## src/rtl/alu_pkg.sv

```systemverilog
// Shared ALU definitions: opcode encodings, legality check, sequencer
// state encoding and default datapath width.
package alu_pkg;

  localparam int ALU_WIDTH = 6;

  localparam logic [3:0] OP_AND = 4'b0000;
  localparam logic [3:0] OP_OR  = 4'b0001;
  localparam logic [3:0] OP_ADD = 4'b0010;
  localparam logic [3:0] OP_SLL = 4'b0011;
  localparam logic [3:0] OP_XOR = 4'b0100;
  localparam logic [3:0] OP_SRL = 4'b0101;
  localparam logic [3:0] OP_SUB = 4'b0110;
  localparam logic [3:0] OP_SRA = 4'b0111;
  localparam logic [3:0] OP_SLT = 4'b1000;

  typedef enum logic [1:0] {
    ST_IDLE = 2'b00,
    ST_EXEC = 2'b01,
    ST_WB   = 2'b10
  } state_t;

  // True for the nine opcodes the ALU implements.
  function automatic logic is_legal_op(input logic [3:0] op);
    logic legal;
    case (op)
      OP_AND, OP_OR, OP_ADD, OP_SLL, OP_XOR,
      OP_SRL, OP_SUB, OP_SRA, OP_SLT: legal = 1'b1;
      default:                        legal = 1'b0;
    endcase
    return legal;
  endfunction

endpackage

```

## src/rtl/alu_regfile.sv

```systemverilog
// Small register file: two combinational read ports, one synchronous write
// port. Entry 0 is hard-wired to zero, so writes to it are dropped.
module alu_regfile
  import alu_pkg::*;
#(
  parameter  int WIDTH = ALU_WIDTH,
  parameter  int NREG  = 4,
  localparam int IDXW  = $clog2(NREG)
) (
  input  logic             clk,
  input  logic             rst,
  input  logic [IDXW-1:0]  rd0_idx,
  output logic [WIDTH-1:0] rd0_data,
  input  logic [IDXW-1:0]  rd1_idx,
  output logic [WIDTH-1:0] rd1_data,
  input  logic             wr_en,
  input  logic [IDXW-1:0]  wr_idx,
  input  logic [WIDTH-1:0] wr_data
);

  logic [WIDTH-1:0] rf_word [NREG];

  for (genvar gi = 0; gi < NREG; gi++) begin : g_entry
    if (gi == 0) begin : g_zero
      assign rf_word[gi] = '0;
    end else begin : g_reg
      logic [WIDTH-1:0] entry_reg;
      // Each entry loads on a matching write and clears on reset.
      always_ff @(posedge clk or posedge rst) begin
        if (rst) begin
          entry_reg <= '0;
        end else if (wr_en && (wr_idx == IDXW'(gi))) begin
          entry_reg <= wr_data;
        end
      end
      assign rf_word[gi] = entry_reg;
    end
  end

  assign rd0_data = rf_word[rd0_idx];
  assign rd1_data = rf_word[rd1_idx];

endmodule

```

## src/rtl/alu_issue_ctrl.sv

```systemverilog
// Single-issue sequencer in front of a combinational ALU: registers the ALU
// control and operands on accept, captures the ALU result one cycle later,
// writes it back and holds it on a response handshake.
module alu_issue_ctrl
  import alu_pkg::*;
#(
  parameter  int WIDTH = ALU_WIDTH,
  parameter  int NREG  = 4,
  localparam int IDXW  = $clog2(NREG)
) (
  input  logic             clk,
  input  logic             rst,
  input  logic             instr_valid,
  output logic             instr_ready,
  input  logic [3:0]       instr_op,
  input  logic [IDXW-1:0]  instr_rd,
  input  logic [IDXW-1:0]  instr_rs1,
  input  logic [IDXW-1:0]  instr_rs2,
  input  logic             instr_imm_en,
  input  logic [WIDTH-1:0] instr_imm,
  output logic [3:0]       alu_control,
  output logic [WIDTH-1:0] alu_a,
  output logic [WIDTH-1:0] alu_b,
  input  logic [WIDTH-1:0] alu_out,
  input  logic             alu_carry,
  input  logic             alu_zero,
  output logic             rsp_valid,
  input  logic             rsp_ready,
  output logic [WIDTH-1:0] rsp_result,
  output logic             rsp_carry,
  output logic             rsp_zero,
  output logic             rsp_err,
  output logic             flag_carry,
  output logic             flag_zero
);

  state_t           state_reg;
  logic [IDXW-1:0]  rd_reg;
  logic             illegal_reg;
  logic [WIDTH-1:0] rs1_data;
  logic [WIDTH-1:0] rs2_data;
  logic             wr_en;

  alu_regfile #(
    .WIDTH (WIDTH),
    .NREG  (NREG)
  ) u_regfile (
    .clk      (clk),
    .rst      (rst),
    .rd0_idx  (instr_rs1),
    .rd0_data (rs1_data),
    .rd1_idx  (instr_rs2),
    .rd1_data (rs2_data),
    .wr_en    (wr_en),
    .wr_idx   (rd_reg),
    .wr_data  (alu_out)
  );

  // Ready depends on state alone so the upstream never sees a combinational
  // path from its own valid back to ready.
  assign instr_ready = (state_reg == ST_IDLE);

  // Writeback happens on the capture edge at the end of EXEC.
  assign wr_en = (state_reg == ST_EXEC) && !illegal_reg && (rd_reg != '0);

  // Sequencer FSM with registered ALU drive and response outputs.
  always_ff @(posedge clk or posedge rst) begin
    if (rst) begin
      state_reg   <= ST_IDLE;
      rd_reg      <= '0;
      illegal_reg <= 1'b0;
      alu_control <= '0;
      alu_a       <= '0;
      alu_b       <= '0;
      rsp_valid   <= 1'b0;
      rsp_result  <= '0;
      rsp_carry   <= 1'b0;
      rsp_zero    <= 1'b0;
      rsp_err     <= 1'b0;
      flag_carry  <= 1'b0;
      flag_zero   <= 1'b0;
    end else begin
      case (state_reg)
        ST_IDLE: begin
          // ALU inputs only move on accept, keeping the ALU quiet otherwise.
          if (instr_valid) begin
            alu_control <= instr_op;
            alu_a       <= rs1_data;
            alu_b       <= instr_imm_en ? instr_imm : rs2_data;
            rd_reg      <= instr_rd;
            illegal_reg <= !is_legal_op(instr_op);
            state_reg   <= ST_EXEC;
          end
        end
        ST_EXEC: begin
          rsp_valid <= 1'b1;
          if (illegal_reg) begin
            rsp_result <= '0;
            rsp_carry  <= 1'b0;
            rsp_zero   <= 1'b1;
            rsp_err    <= 1'b1;
          end else begin
            rsp_result <= alu_out;
            rsp_carry  <= alu_carry;
            rsp_zero   <= alu_zero;
            rsp_err    <= 1'b0;
            flag_carry <= alu_carry;
            flag_zero  <= alu_zero;
          end
          state_reg <= ST_WB;
        end
        ST_WB: begin
          if (rsp_ready) begin
            rsp_valid <= 1'b0;
            state_reg <= ST_IDLE;
          end
        end
        default: state_reg <= ST_IDLE;
      endcase
    end
  end

endmodule

```

## config.mk

```make
export PLATFORM = sky130hd
export DESIGN_NAME = alu_issue_ctrl
export DESIGN_NICKNAME = d
export VERILOG_FILES = /design/src/rtl/alu_pkg.sv /design/src/rtl/alu_regfile.sv /design/src/rtl/alu_issue_ctrl.sv
export SDC_FILE = /design/constraint.sdc
export NUM_CORES = 1
export LEC_CHECK = 0
export ABC_AREA = 1
export CAP_MARGIN = 10
export CORE_UTILIZATION = 35
export CTS_CLUSTER_DIAMETER = 80
export DETAILED_ROUTE_END_ITERATION = 16
export MAX_ROUTING_LAYER = met4
export PLACE_DENSITY = 0.66
export SETUP_SLACK_MARGIN = 0.05
export SYNTH_ARGS = -nofsm -noshare
export SYNTH_HDL_FRONTEND = slang
export SYNTH_SLANG_ARGS = --single-unit
export TNS_END_PERCENT = 20
```

## constraint.sdc

```tcl
create_clock -name clk -period 2 [get_ports clk]
set_clock_uncertainty 0.05 [all_clocks]
set_input_delay 0.4 -clock clk [delete_from_list [all_inputs] [get_ports clk]]
set_output_delay 0.4 -clock clk [all_outputs]
set_load 0.005 [all_outputs]
```

==> summary by stage <==
Status
The run finished with clean final reports.

Finish
The final net count is 390. For this run, the share of the core covered by cells in the final layout is 46.8%. The fraction of final layout cells sized beyond drive strength 1 is 9.12%. The library cell used most frequently in the layout, excluding fill and tap cells, is sky130_fd_sc_hd__nand2_1. The library cells used most frequently in the layout, excluding fill and tap cells, are 99 x sky130_fd_sc_hd__nand2_1, 57 x sky130_fd_sc_hd__clkdlybuf4s50_1, 51 x sky130_fd_sc_hd__dfrtp_1. The register with the most flip-flops in the layout has 18 of them. The post-route cell area is 3180 um2.

The antenna cell count is 0. Relative to the synthesized area, the layout overhead comes to 29.1%.

Worst setup path
The type of destination of the critical path is an output port. At the worst endpoint, the arrival time is 1.42 ns. The number of cells on the worst reg-to-reg path is 5. The critical path startpoint category is a register. Of all nets on the critical path, the largest fanout is 3. The critical path required time is 1.55 ns.

The kind of critical path is reg -> out.

CTS
The H-tree generated during clock tree synthesis spans 2 levels. The clock transition time at the flip-flop clock pins of the worst setup and hold paths is 0.10 ns. The total setup buffers inserted after CTS is 0. The number of sinks driven by the clock tree is 51.

TritonCTS built the clock tree. In this run, CTS created clock tree buffers numbering 5. The later-pin clock latency in the skew report is 0.30 ns. The clock root buffer master is sky130_fd_sc_hd__clkbuf_8. The maximum clock path buffer count is 2.

Synthesis
Counting every instance in the synthesized netlist gives 307. The net count of the mapped netlist is 336. For this run, the number of Yosys warnings is 0. The sequential area share after synthesis is 51.8%. The synthesized design contains 51 register bits. The number of distinct library cell variants in the gate-level netlist after synthesis is 20. The area of the mapped netlist is 2460 um2. The mean instance size in the synthesized netlist is 8.02 um2.

Routing
Dividing the detail-routed via count by the number of cells gives 4.45. The remaining antenna violation count is 0. Dividing the detail-routed wire length by the instance count gives 11.4 um.

The routed layout has 2040 vias. The DRC violations left is 0. The number of search-and-repair iterations in the first detailed-routing pass is 4. For this block, the initial DRC count from the detailed router was 96. The final wirelength is 5210 um.

Worst hold path
The tightest min-delay check is of the in -> async type.

Timing
The number of max-slew violations in the final report came to 0. The relative slew slack is 71.1%. The sum of negative setup slack is 0 ns. The final critical path takes up 93.6% of the cycle. For the finished layout, the period the worst path requires is 1.87 ns. The final number of hold-violating endpoints came to 0. The fmax is 534 MHz.

Setup violations remaining at the end of the flow were counted as 0. At the pin with the least slew margin, the transition time is 0.432 ns. On the final layout, the worst hold slack is 0.383 ns. Setup repair after global routing left no endpoint under its margin.

Global routing
The global-route wire length before repair is 9050 um. The via count of the first global-routing pass is 1903. The pin count of the biggest net entering global routing is 52.

The all-layer global routing usage is 16.0%. The number of antenna violations at the first check in global routing came to 0. The leftover overflow at the end of global routing is 0.

Floorplanning
The die covers 7380 um2. In this run the core area contains 30 standard-cell rows. In this run the count of I/O pins placed on the die edge is 58. The initial utilization of the core area, before any placement, comes to 36.3%. The width of the die is 85.9 um. The overall die height is 85.9 um. After floorplanning, the core was sized to cover 6790 um2.

Placement
The cell area reported after detailed placement is 3080 um2. The final RePlAce weighted congestion is 0.842. The HPWL after detailed placement is 3800 um. The count of input and output buffers is 57.

Power
IR analysis of the VDD net gives a maximum drop of 0.000455 V. The power density normalized to cell area is 1350 nW/um2. The leakage power figure is 1.58 nW.

Flow run
The tool flagged a number of max-cap violations equal to 0.
-- timing repair --
action                                  in CTS  in global routing
gates resized for setup                      0                  1
hold buffers                                 0                  0
endpoints found under the setup margin       0                  1
-- cells in the mapped netlist (all sizes together) --
cell type | count | area, um2
nand2 | 105 | 419
dfrtp | 51 | 1280
inv | 40 | 153
nor2 | 39 | 165
o21ai | 33 | 195
a21oi | 13 | 83.8
nand3 | 13 | 65.1
buf | 10 | 93.8
clkbuf | 2 | 7.51
nor3 | 1 | 5.00
-- worst max-delay path, stage by stage, from the launching register on --
cell and delay, ns:
sky130_fd_sc_hd__dfrtp_1 0.45, sky130_fd_sc_hd__nor2_4 0.16, sky130_fd_sc_hd__clkdlybuf4s50_1 0.51
-- report_power, final --
part / switching (mW) / internal (mW) / total, mW
clock network: 0.340 / 0.284 / 0.625
registers: 0.332 / 1.53 / 1.86
logic: 0.877 / 0.925 / 1.80
total: 1.55 / 2.74 / 4.29
-- cells by family after synthesis --
logic type,share of synthesized area [%]
simple gates,26.6
buf+inv,10.3
flops,51.8
compound gates,11.3
-- metal layers --
layer	wire, um	up-vias	GRT usage (%)
met5	0	-	-
met1	2610	920	22.2
met2	2240	67	23.7
met3	273	8	3.18
li1	-	1045	-
met4	74	0	4.85
-- cell type report --
type | instances | area (um2)
fill | 680 | 3610
sequential | 51 | 1280
multi-input combinational | 204 | 938
timing repair buffer | 59 | 598
inverter | 40 | 153
tap | 96 | 120
clock buffer | 7 | 86.3
clock inverter | 1 | 8.76
-- per-stage QoR --
stage | worst slack, ns | cells | total power, mW
after global routing | 0.0647 | 458 | 4.69
after detailed placement | 0.216 | 450 | 3.69
after floorplan | 0.320 | 307 | 2.89
final | 0.128 | 458 | 4.29
after global placement | 0.257 | 450 | 3.63
after CTS | 0.0805 | 458 | 4.33
-- final timing paths --
path,start,end,slack (ns)
setup / recovery,state_reg[0],instr_ready,0.13
hold / removal,rst,flag_zero,0.38
setup reg to reg,state_reg[0],illegal_reg,0.63
hold reg to reg,alu_b[2],alu_b[2],0.43
max in group asynchronous,rst,u_regfile.g_entry[3].g_reg.entry_reg[5],1.26
min in group clk,alu_b[2],alu_b[2],0.43
Power figures use the tool's default switching activity.
